$ cat src/rtl/draw_sequencer_if.sv
// Bus between draw_sequencer, the three pixel-walking draw units and the VGA adapter write port.
interface draw_sequencer_if;
  logic       req_brd, req_dig, req_cur;
  logic       done_brd, done_dig, done_cur;
  logic [9:0] x_brd, x_dig, x_cur;
  logic [8:0] y_brd, y_dig, y_cur;
  logic [2:0] col_brd, col_dig, col_cur;
  logic       en_brd, en_dig, en_cur;
  logic [9:0] vga_x;
  logic [8:0] vga_y;
  logic [2:0] vga_colour;
  logic       plot;
  logic [1:0] active;
  logic       busy;
  logic       timeout_err;

  modport master (
    input  req_brd, req_dig, req_cur,
    input  done_brd, done_dig, done_cur,
    input  x_brd, x_dig, x_cur,
    input  y_brd, y_dig, y_cur,
    input  col_brd, col_dig, col_cur,
    output en_brd, en_dig, en_cur,
    output vga_x, vga_y, vga_colour, plot,
    output active, busy, timeout_err
  );

  modport slave (
    output req_brd, req_dig, req_cur,
    output done_brd, done_dig, done_cur,
    output x_brd, x_dig, x_cur,
    output y_brd, y_dig, y_cur,
    output col_brd, col_dig, col_cur,
    input  en_brd, en_dig, en_cur,
    input  vga_x, vga_y, vga_colour, plot,
    input  active, busy, timeout_err
  );
endinterface

$ cat src/rtl/draw_sequencer.sv
// Fixed-priority arbiter for the board/digit/cursor draw units sharing the VGA write port.
// Grants one unit at a time, pipelines its pixels past the ROM colour latency, aborts hung units.
module draw_sequencer #(
  parameter int unsigned TIMEOUT = 65535
) (
  input logic              clk,
  input logic              reset,
  draw_sequencer_if.master bus
);

  typedef enum logic [1:0] {StIdle, StRun, StFlush} state_e;

  localparam logic [16:0] TimeoutCnt = 17'(TIMEOUT);

  state_e      state_q, state_d;
  logic [2:0]  pend_q, pend_d, req_vec, grant;
  logic [1:0]  active_q, active_d;
  logic [16:0] wdog_q, wdog_d;
  logic        flush_q, flush_d;
  logic        timeout_q, timeout_set;
  logic        run;

  logic        s1_v_q;
  logic [9:0]  s1_x_q;
  logic [8:0]  s1_y_q;
  logic [1:0]  s1_sel_q;

  logic        plot_q;
  logic [9:0]  vga_x_q;
  logic [8:0]  vga_y_q;
  logic [2:0]  colour_q;

  logic [9:0]  unit_x;
  logic [8:0]  unit_y;
  logic        unit_done;
  logic [2:0]  unit_col;

  assign req_vec = {bus.req_cur, bus.req_dig, bus.req_brd};
  assign run     = (state_q == StRun);

  always_comb begin
    unit_x    = '0;
    unit_y    = '0;
    unit_done = 1'b0;
    case (active_q)
      2'd1:    begin unit_x = bus.x_brd; unit_y = bus.y_brd; unit_done = bus.done_brd; end
      2'd2:    begin unit_x = bus.x_dig; unit_y = bus.y_dig; unit_done = bus.done_dig; end
      2'd3:    begin unit_x = bus.x_cur; unit_y = bus.y_cur; unit_done = bus.done_cur; end
      default: begin end
    endcase
  end

  // Colour arrives a cycle after x/y, so it follows the unit latched with the stage-1 pixel.
  always_comb begin
    unit_col = '0;
    case (s1_sel_q)
      2'd1:    unit_col = bus.col_brd;
      2'd2:    unit_col = bus.col_dig;
      2'd3:    unit_col = bus.col_cur;
      default: unit_col = '0;
    endcase
  end

  always_comb begin
    state_d     = state_q;
    active_d    = active_q;
    wdog_d      = '0;
    flush_d     = 1'b0;
    grant       = '0;
    timeout_set = 1'b0;
    unique case (state_q)
      StIdle: begin
        if (pend_q[0]) begin
          grant    = 3'b001;
          active_d = 2'd1;
        end else if (pend_q[1]) begin
          grant    = 3'b010;
          active_d = 2'd2;
        end else if (pend_q[2]) begin
          grant    = 3'b100;
          active_d = 2'd3;
        end
        if (|pend_q) state_d = StRun;
      end
      StRun: begin
        if (unit_done) begin
          state_d = StFlush;
        end else if (wdog_q + 17'd1 == TimeoutCnt) begin
          state_d     = StFlush;
          timeout_set = 1'b1;
        end else begin
          wdog_d = wdog_q + 17'd1;
        end
      end
      StFlush: begin
        flush_d = ~flush_q;
        if (flush_q) begin
          state_d  = StIdle;
          active_d = 2'd0;
        end
      end
      default: state_d = StIdle;
    endcase
  end

  // A request on the grant edge survives the clear, queueing a redraw.
  assign pend_d = (pend_q & ~grant) | req_vec;

  always_ff @(posedge clk or posedge reset) begin
    if (reset) begin
      state_q   <= StIdle;
      pend_q    <= '0;
      active_q  <= '0;
      wdog_q    <= '0;
      flush_q   <= 1'b0;
      timeout_q <= 1'b0;
      s1_v_q    <= 1'b0;
      s1_x_q    <= '0;
      s1_y_q    <= '0;
      s1_sel_q  <= '0;
      plot_q    <= 1'b0;
      vga_x_q   <= '0;
      vga_y_q   <= '0;
      colour_q  <= '0;
    end else begin
      state_q   <= state_d;
      pend_q    <= pend_d;
      active_q  <= active_d;
      wdog_q    <= wdog_d;
      flush_q   <= flush_d;
      timeout_q <= timeout_q | timeout_set;
      s1_v_q    <= run;
      if (run) begin
        s1_x_q   <= unit_x;
        s1_y_q   <= unit_y;
        s1_sel_q <= active_q;
      end
      plot_q   <= s1_v_q;
      vga_x_q  <= s1_x_q;
      vga_y_q  <= s1_y_q;
      colour_q <= unit_col;
    end
  end

  assign bus.en_brd      = run && (active_q == 2'd1);
  assign bus.en_dig      = run && (active_q == 2'd2);
  assign bus.en_cur      = run && (active_q == 2'd3);
  assign bus.vga_x       = vga_x_q;
  assign bus.vga_y       = vga_y_q;
  assign bus.vga_colour  = colour_q;
  assign bus.plot        = plot_q;
  assign bus.active      = active_q;
  assign bus.busy        = (state_q != StIdle);
  assign bus.timeout_err = timeout_q;

endmodule

$ cat src/flat_wrapper.sv
// flat-port wrapper written by rule: the top's interface ports become plain ports
module draw_sequencer_flat 
#(
  parameter int unsigned TIMEOUT = 65535
)
  (clk, reset, bus_req_brd, bus_req_dig, bus_req_cur, bus_done_brd, bus_done_dig, bus_done_cur, bus_x_brd, bus_x_dig, bus_x_cur, bus_y_brd, bus_y_dig, bus_y_cur, bus_col_brd, bus_col_dig, bus_col_cur, bus_en_brd, bus_en_dig, bus_en_cur, bus_vga_x, bus_vga_y, bus_vga_colour, bus_plot, bus_active, bus_busy, bus_timeout_err);
  draw_sequencer_if bus_i ();
  input logic clk;
  input logic reset;
  input wire logic [$bits(bus_i.req_brd)-1:0] bus_req_brd;
  input wire logic [$bits(bus_i.req_dig)-1:0] bus_req_dig;
  input wire logic [$bits(bus_i.req_cur)-1:0] bus_req_cur;
  input wire logic [$bits(bus_i.done_brd)-1:0] bus_done_brd;
  input wire logic [$bits(bus_i.done_dig)-1:0] bus_done_dig;
  input wire logic [$bits(bus_i.done_cur)-1:0] bus_done_cur;
  input wire logic [$bits(bus_i.x_brd)-1:0] bus_x_brd;
  input wire logic [$bits(bus_i.x_dig)-1:0] bus_x_dig;
  input wire logic [$bits(bus_i.x_cur)-1:0] bus_x_cur;
  input wire logic [$bits(bus_i.y_brd)-1:0] bus_y_brd;
  input wire logic [$bits(bus_i.y_dig)-1:0] bus_y_dig;
  input wire logic [$bits(bus_i.y_cur)-1:0] bus_y_cur;
  input wire logic [$bits(bus_i.col_brd)-1:0] bus_col_brd;
  input wire logic [$bits(bus_i.col_dig)-1:0] bus_col_dig;
  input wire logic [$bits(bus_i.col_cur)-1:0] bus_col_cur;
  output wire logic [$bits(bus_i.en_brd)-1:0] bus_en_brd;
  output wire logic [$bits(bus_i.en_dig)-1:0] bus_en_dig;
  output wire logic [$bits(bus_i.en_cur)-1:0] bus_en_cur;
  output wire logic [$bits(bus_i.vga_x)-1:0] bus_vga_x;
  output wire logic [$bits(bus_i.vga_y)-1:0] bus_vga_y;
  output wire logic [$bits(bus_i.vga_colour)-1:0] bus_vga_colour;
  output wire logic [$bits(bus_i.plot)-1:0] bus_plot;
  output wire logic [$bits(bus_i.active)-1:0] bus_active;
  output wire logic [$bits(bus_i.busy)-1:0] bus_busy;
  output wire logic [$bits(bus_i.timeout_err)-1:0] bus_timeout_err;
  assign bus_i.req_brd = bus_req_brd;
  assign bus_i.req_dig = bus_req_dig;
  assign bus_i.req_cur = bus_req_cur;
  assign bus_i.done_brd = bus_done_brd;
  assign bus_i.done_dig = bus_done_dig;
  assign bus_i.done_cur = bus_done_cur;
  assign bus_i.x_brd = bus_x_brd;
  assign bus_i.x_dig = bus_x_dig;
  assign bus_i.x_cur = bus_x_cur;
  assign bus_i.y_brd = bus_y_brd;
  assign bus_i.y_dig = bus_y_dig;
  assign bus_i.y_cur = bus_y_cur;
  assign bus_i.col_brd = bus_col_brd;
  assign bus_i.col_dig = bus_col_dig;
  assign bus_i.col_cur = bus_col_cur;
  assign bus_en_brd = bus_i.en_brd;
  assign bus_en_dig = bus_i.en_dig;
  assign bus_en_cur = bus_i.en_cur;
  assign bus_vga_x = bus_i.vga_x;
  assign bus_vga_y = bus_i.vga_y;
  assign bus_vga_colour = bus_i.vga_colour;
  assign bus_plot = bus_i.plot;
  assign bus_active = bus_i.active;
  assign bus_busy = bus_i.busy;
  assign bus_timeout_err = bus_i.timeout_err;
  draw_sequencer #(.TIMEOUT(TIMEOUT)) u_core (.clk(clk), .reset(reset), .bus(bus_i));
endmodule
$ cat config.mk
export PLATFORM = sky130hd
export DESIGN_NAME = draw_sequencer_flat
export DESIGN_NICKNAME = d
export VERILOG_FILES = /design/src/rtl/draw_sequencer_if.sv /design/src/rtl/draw_sequencer.sv /design/src/flat_wrapper.sv
export SDC_FILE = /design/constraint.sdc
export NUM_CORES = 1
export LEC_CHECK = 0
export CAP_MARGIN = 20
export CORE_MARGIN = 10
export CORE_UTILIZATION = 35
export DETAILED_ROUTE_END_ITERATION = 12
export PLACE_DENSITY = 0.66
export SETUP_SLACK_MARGIN = 0.3
export SLEW_MARGIN = 20
export SYNTH_ARGS = -nofsm -noshare
export SYNTH_HDL_FRONTEND = slang
export SYNTH_SLANG_ARGS = --single-unit
export TNS_END_PERCENT = 100
$ cat constraint.sdc
create_clock -name clk -period 2.2 [get_ports clk]
set_input_delay 0.22 -clock clk [delete_from_list [all_inputs] [get_ports clk]]
set_output_delay 0.22 -clock clk [all_outputs]
set_load 0.01 [all_outputs]
# Yosys cells after proc, flatten, opt, wreduce, memory -nomap -nowiden

Cells that the tools add are included.

Reductions and logical operators: 9
Muxes and demuxes: 24
Eq/ne operators: 13
$add $sub $neg: 1
Bitwise logic cells: 5

Operators by type and width:

| cell                                                   | number |
|---|---|
| 2-to-1 mux 17 bit                                      | 3 |
| one-hot mux 10 bit (3 select lines)                    | 1 |
| one-hot mux 9 bit (3 select lines)                     | 1 |
| adder 17 x 1 -> 17 bit (second input constant)         | 1 |
| equality test 17 x 16 -> 1 bit (second input constant) | 1 |
| 2-to-1 mux 2 bit                                       | 7 |
| 2-to-1 mux 3 bit                                       | 4 |
| equality test 2 bit (second input constant)            | 5 |
| one-hot mux 3 bit (3 select lines)                     | 1 |
| equality test 2 x 1 -> 1 bit (second input constant)   | 3 |
| one-hot mux 2 bit (3 select lines)                     | 1 |
| AND reduction 3 bit                                    | 2 |
| 2-to-1 mux 1 bit                                       | 4 |
| inequality test 2 x 1 -> 1 bit (second input constant) | 2 |
| inequality test 4 x 1 -> 1 bit (second input constant) | 1 |
| one-hot mux 2 bit (2 select lines)                     | 1 |
| nonzero test 2 bit                                     | 2 |
| bitwise AND 3 bit                                      | 1 |
| logical AND 1 bit                                      | 3 |
| inequality test 3 bit (second input constant)          | 1 |
| inverter 3 bit                                         | 1 |
| bitwise OR 3 bit                                       | 1 |
| one-hot mux 1 bit (3 select lines)                     | 1 |
| OR reduction 3 bit                                     | 1 |
| 3 further kinds                                        | 3 |

Word-level logic and storage cells: 66
Flip-flop bits (word level): 71

# Longest topological paths before layout

Word-level depth: 7
Depth in mapped cells: 8

# Least setup slack after synthesis

OpenSTA, ideal clock, no wires.

Path kind: register to register
Start: reg u_core.wdog_q[0]
End: reg u_core.state_q[0]
Setup slack: 4 ps
Required time: 2061 ps
Path buffers: 1
Data arrival time: 2057 ps
Library setup time: 139 ps
Cell stages (with the launch flop): 8
Path through: dfrtp_1 > ha_1 > nand4_1 > o32ai_2 > a21boi_2 > a2111oi_4 > buf_6 > o22ai_4

Word-level cells in the longest chain between the ends: 4

Ends and longest elaborated chain:

| item                                   | line                  | source |
|---|---|---|
| start, declared                        | draw_sequencer.sv:18  | `logic [16:0] wdog_q, wdog_d;` |
| start signal, assigned                 | draw_sequencer.sv:129 | `wdog_q <= wdog_d;` |
| adder 17 x 1 -> 17 bit                 | draw_sequencer.sv:88  | `end else if (wdog_q + 17'd1 == TimeoutCnt) begin` |
| equality test 17 x 16 -> 1 bit         | draw_sequencer.sv:88  |  |
| inequality test 3 bit (no source line) | --                    |  |
| AND reduction 3 bit (no source line)   | --                    |  |
| end signal, assigned                   | draw_sequencer.sv:111 | `state_q <= StIdle;` |
| end signal, assigned                   | draw_sequencer.sv:126 | `state_q <= state_d;` |
| end, declared                          | draw_sequencer.sv:15  | `state_e state_q, state_d;` |

No other way between the ends.
A chain may end at the register's enable or synchronous reset.

# Final worst setup path

Start: reg u_core.wdog_q[0]
End: reg u_core.wdog_q[15]

Word-level cells in the longest chain between the ends: 5

Ends and longest elaborated chain:

| item                           | line                                       | source |
|---|---|---|
| adder 17 x 1 -> 17 bit (*)     | draw_sequencer.sv:88, draw_sequencer.sv:92 |  |
| equality test 17 x 16 -> 1 bit | draw_sequencer.sv:88                       |  |
| 2-to-1 mux 17 bit (*)          | draw_sequencer.sv:88                       |  |
| 2-to-1 mux 17 bit (*)          | draw_sequencer.sv:86                       | `if (unit_done) begin` |
| 2-to-1 mux 17 bit (*)          | draw_sequencer.sv:71                       | `unique case (state_q)` |
| net u_core.wdog_d[15]          | draw_sequencer.sv:18                       |  |

The timed path passes the listed nets; every way through them passes the cells marked *.

==> results.sh <==
export IMPL_status="finished, final reports clean"
export IMPL_endpoint_kind="register"
export IMPL_yosysTopAreaCell="dfrtp_1"
export IMPL_antenna_found_initial=0
export IMPL_fmax_mhz=486
export IMPL_ys_seq_area_frac=0.546
export IMPL_p_sw_frac=0.216
export IMPL_slowest_stage="dfrtp_2"
export IMPL_synth_edf_count=0
export IMPL_ys_warnings_count=0
export IMPL_arrival_ps=2280
export IMPL_num_io_pins=104
export IMPL_die_area_um2=13600
export IMPL_async_flop_share=1.00
export IMPL_worst_skew_pair_late_latency_ps=340
export IMPL_crit_required_ps=2420
export IMPL_met3_length_um=743
export IMPL_ys_dominant_reg_cell="dfrtp_1"
export IMPL_power_density_nw_per_um2=512
export IMPL_hp_class="primary input to asynchronous set/reset pin"
export IMPL_crit_type="register to register"
export IMPL_postSynthAreaPerCell_um2=11.1
export IMPL_cts_sinks=71
export IMPL_fin_crit_ps=2060
export IMPL_grt_max_degree=72
export IMPL_yosysTopAreaCellShare=0.546
export IMPL_switchingPower_w=0.000551
export IMPL_grt_setup_unrepaired="true"
export IMPL_routed_wl_met2_mm=5.03
export IMPL_routed_via_density=5.09
export IMPL_top_layer_used="met4"
export IMPL_drive_above_1_share=0.250
export IMPL_syn_inst=292
export IMPL_wl_per_cell_um=18.1
export IMPL_fin_setup_tns_ps=0
export IMPL_synth_fp_nets=368
export IMPL_p_clk_frac=0.417
export IMPL_h_tree_depth=3
export IMPL_grt_pass1_vias=2885
export IMPL_power_frac_comb=0.071
export IMPL_drt_total_wl_mm=9.63
export IMPL_cp_num_cells=8
export IMPL_synth_cell_type_count=46
export IMPL_die_w_um=116
export IMPL_seqPwrFrac=0.512
export IMPL_p_total_w=0.00254
export IMPL_overflow=0
export IMPL_first_iter_violations=114
export IMPL_clockRootBuffer="clkbuf_8"
export IMPL_post_route_util=0.543
export IMPL_grt_util_all_layers=0.143
export IMPL_antenna_cells=0
export IMPL_syn_to_final_growth_pct=52.6
export IMPL_num_rows=35
export IMPL_cp_top_family="compound AO/OA/AOI/OAI gates"
export IMPL_gp_congestion=0.920
export IMPL_hold_violations=0
export IMPL_path_max_fanout=6
export IMPL_synth_area_um2=3250
export IMPL_fp_dieH_um=116
export IMPL_drt_met1_wl_mm=3.69
export IMPL_cp_start_kind="register"
export IMPL_drv_cap=0
export IMPL_path_cells="ha_4, nand4_1, o32ai_2, a21boi_2, a2111oi_4, buf_6, buf_8, nor3_1"
export IMPL_cts_buffer_depth=2
export IMPL_num_vias=2703
export IMPL_slew_headroom=0.730
export IMPL_drtPass1Iterations=5
export IMPL_dpl_hpwl_mm=6.64
export IMPL_timing_final_crit_share=0.936
export IMPL_port_buffers=103
export IMPL_core_area_um2=9150
export IMPL_drc=0
export IMPL_cts_buffers=9
export IMPL_ir_worst_vdd_uv=423
export IMPL_worst_path_buf_inv=2
export IMPL_cts_clk_slew_worst_paths_ps=80
export IMPL_synth_area_top_cells="dfrtp_1 (55%), mux2_2 (8.0%), nor2_1 (5.4%), a221oi_1 (5.1%), nor3_1 (3.1%)"
export IMPL_cts_tree="done"
export IMPL_leakage_nw=2.10
export IMPL_final_nets=491
export IMPL_grt_pass1_wl_mm=15.1
export IMPL_ff2ff_path_depth=8
export IMPL_worstMarginPinSlew_ps=404
export IMPL_fin_skew_ps=8.69
export IMPL_antenna_left=0
export IMPL_slowest_delay_ps=410
export IMPL_cellInternalPower_w=0.00199
export IMPL_start_util=0.356
export IMPL_synth_seq_cells=71
export IMPL_setup_violations=0
export IMPL_slew_viol_final=0
-- power groups by stage --
| stage | logic (W) | registers (W) | clock network, W |
|---|---|---|---|
| global placement | 0.000180 | 0.00133 | 0 |
| detailed placement | 0.000183 | 0.00133 | 0 |
| finish | 0.000180 | 0.00130 | 0.00106 |
| CTS | 0.000184 | 0.00130 | 0.00111 |
| floorplan | 0.0000400 | 0.00133 | 0 |
| global route | 0.000197 | 0.00130 | 0.00117 |
-- what timing repair did --
action                                  CTS  global route
endpoints found under the setup margin   22            24
pin swaps                                 9             8
resized for setup                        24            19
hold buffers                              0             0
hold endpoints to repair                  0             0
buffers inserted                         11             3
gates cloned                              3             0
-- metal layers --
metal / track usage / up-vias
li1: - / 1292
met1: 0.155 / 1311
met2: 0.253 / 87
met3: 0.0483 / 13
met4: 0.0559 / 0
met5: 0 / -
-- state kept, by name, summed over array words and instances (netlist names) --
register / count
u_core.s1_y_q: 9
u_core.state_q: 2
u_core.wdog_q: 17
u_core.bus.vga_y: 9
u_core.s1_sel_q: 2
u_core.flush_q: 1
u_core.s1_v_q: 1
u_core.bus.timeout_err: 1
u_core.pend_q: 3
u_core.bus.plot: 1
u_core.bus.vga_x: 10
u_core.s1_x_q: 10
u_core.bus.vga_colour: 3
u_core.bus.active: 2
-- final timing paths --
path	from	end	slack, ps
setup / recovery	u_core.wdog_q[0]	u_core.wdog_q[15]	140
hold / removal	reset	u_core.wdog_q[11]	330
setup reg to reg	u_core.wdog_q[0]	u_core.wdog_q[15]	140
hold reg to reg	u_core.s1_v_q	u_core.bus.plot	360
max in group asynchronous	reset	u_core.bus.active[1]	1570
min in group clk	u_core.s1_v_q	u_core.bus.plot	360
-- per-stage QoR --
stage	setup WS (ps)	hold slack, ps	std cells	cell area, um2
CTS	200	339	528	4870
floorplan	226	312	292	3290
detailed placement	138	350	498	4450
finish	142	331	531	4970
global placement	204	334	498	4450
global route	81.4	364	531	4970
-- Yosys cell counts, types with 2 or more instances --
| master | instances |
|---|---|
| nor4_1 | 2 |
| ha_1 | 2 |
| nor2b_1 | 3 |
| nor3b_1 | 2 |
| inv_1 | 6 |
| a21oi_1 | 3 |
| a21o_1 | 3 |
| nor2_1 | 47 |
| o21ai_0 | 3 |
| mux2_2 | 23 |
| nor3_1 | 20 |
| xnor2_1 | 11 |
| dfrtp_1 | 71 |
| nand4b_1 | 2 |
| and3_1 | 5 |
| clkbuf_1 | 12 |
| nand2b_1 | 2 |
| a22o_1 | 3 |
| a221oi_1 | 19 |
| xor2_1 | 4 |
| o41ai_1 | 2 |
| nand3_1 | 8 |
| or2_2 | 2 |
| and4_1 | 2 |
| nand2_1 | 12 |
| buf_6 | 2 |
| and2_1 | 2 |
-- cells by family (layout without fill, tap and decap cells) --
kind of cell	after synthesis	in the layout	share of synthesized area
AO/OA/AOI/OAI	46	46	0.130
XOR/XNOR	15	15	0.0404
adder cells (fa/ha/maj)	2	2	0.00769
buffers and inverters	22	150	0.0304
flip-flops	71	71	0.546
multiplexers	23	23	0.0796
AND/OR/NAND/NOR	113	113	0.166
-- worst reg2reg max path: stages, from the launching register on --
cell       delay (ps)
dfrtp_2           410
ha_4              190
nand4_1           150
o32ai_2           310
a21boi_2          120
a2111oi_4         380
buf_6             190
buf_8             140
nor3_1             50
-- cells in the final DEF, fill, tap and decap left out, types with 3 or more instances in the layout --
| cell | n |
|---|---|
| xnor2_1 | 10 |
| and3_1 | 5 |
| dfrtp_1 | 64 |
| inv_1 | 5 |
| clkbuf_8 | 10 |
| o21ai_0 | 3 |
| nor2b_1 | 3 |
| clkinvlp_4 | 3 |
| a22o_1 | 3 |
| a21o_1 | 3 |
| buf_4 | 18 |
| mux2_2 | 23 |
| dfrtp_2 | 7 |
| nor2_1 | 47 |
| nor3_2 | 12 |
| xor2_1 | 4 |
| a221oi_1 | 19 |
| clkdlybuf4s50_1 | 99 |
| nand3_1 | 8 |
| dlygate4sd2_1 | 3 |
| nand2_1 | 11 |
| nor3_1 | 6 |
| buf_8 | 3 |
-- final cells by class --
| class | count | area [um2] |
|---|---|---|
| Clock inverter | 6 | 67.6 |
| Timing Repair Buffer | 128 | 1280 |
| Sequential cell | 71 | 1790 |
| Inverter | 6 | 26.3 |
| Fill cell | 810 | 4190 |
| Tap cell | 111 | 139 |
| Multi-Input combinational cell | 199 | 1530 |
| Clock buffer | 10 | 138 |
(Power assumes the default switching activity.)
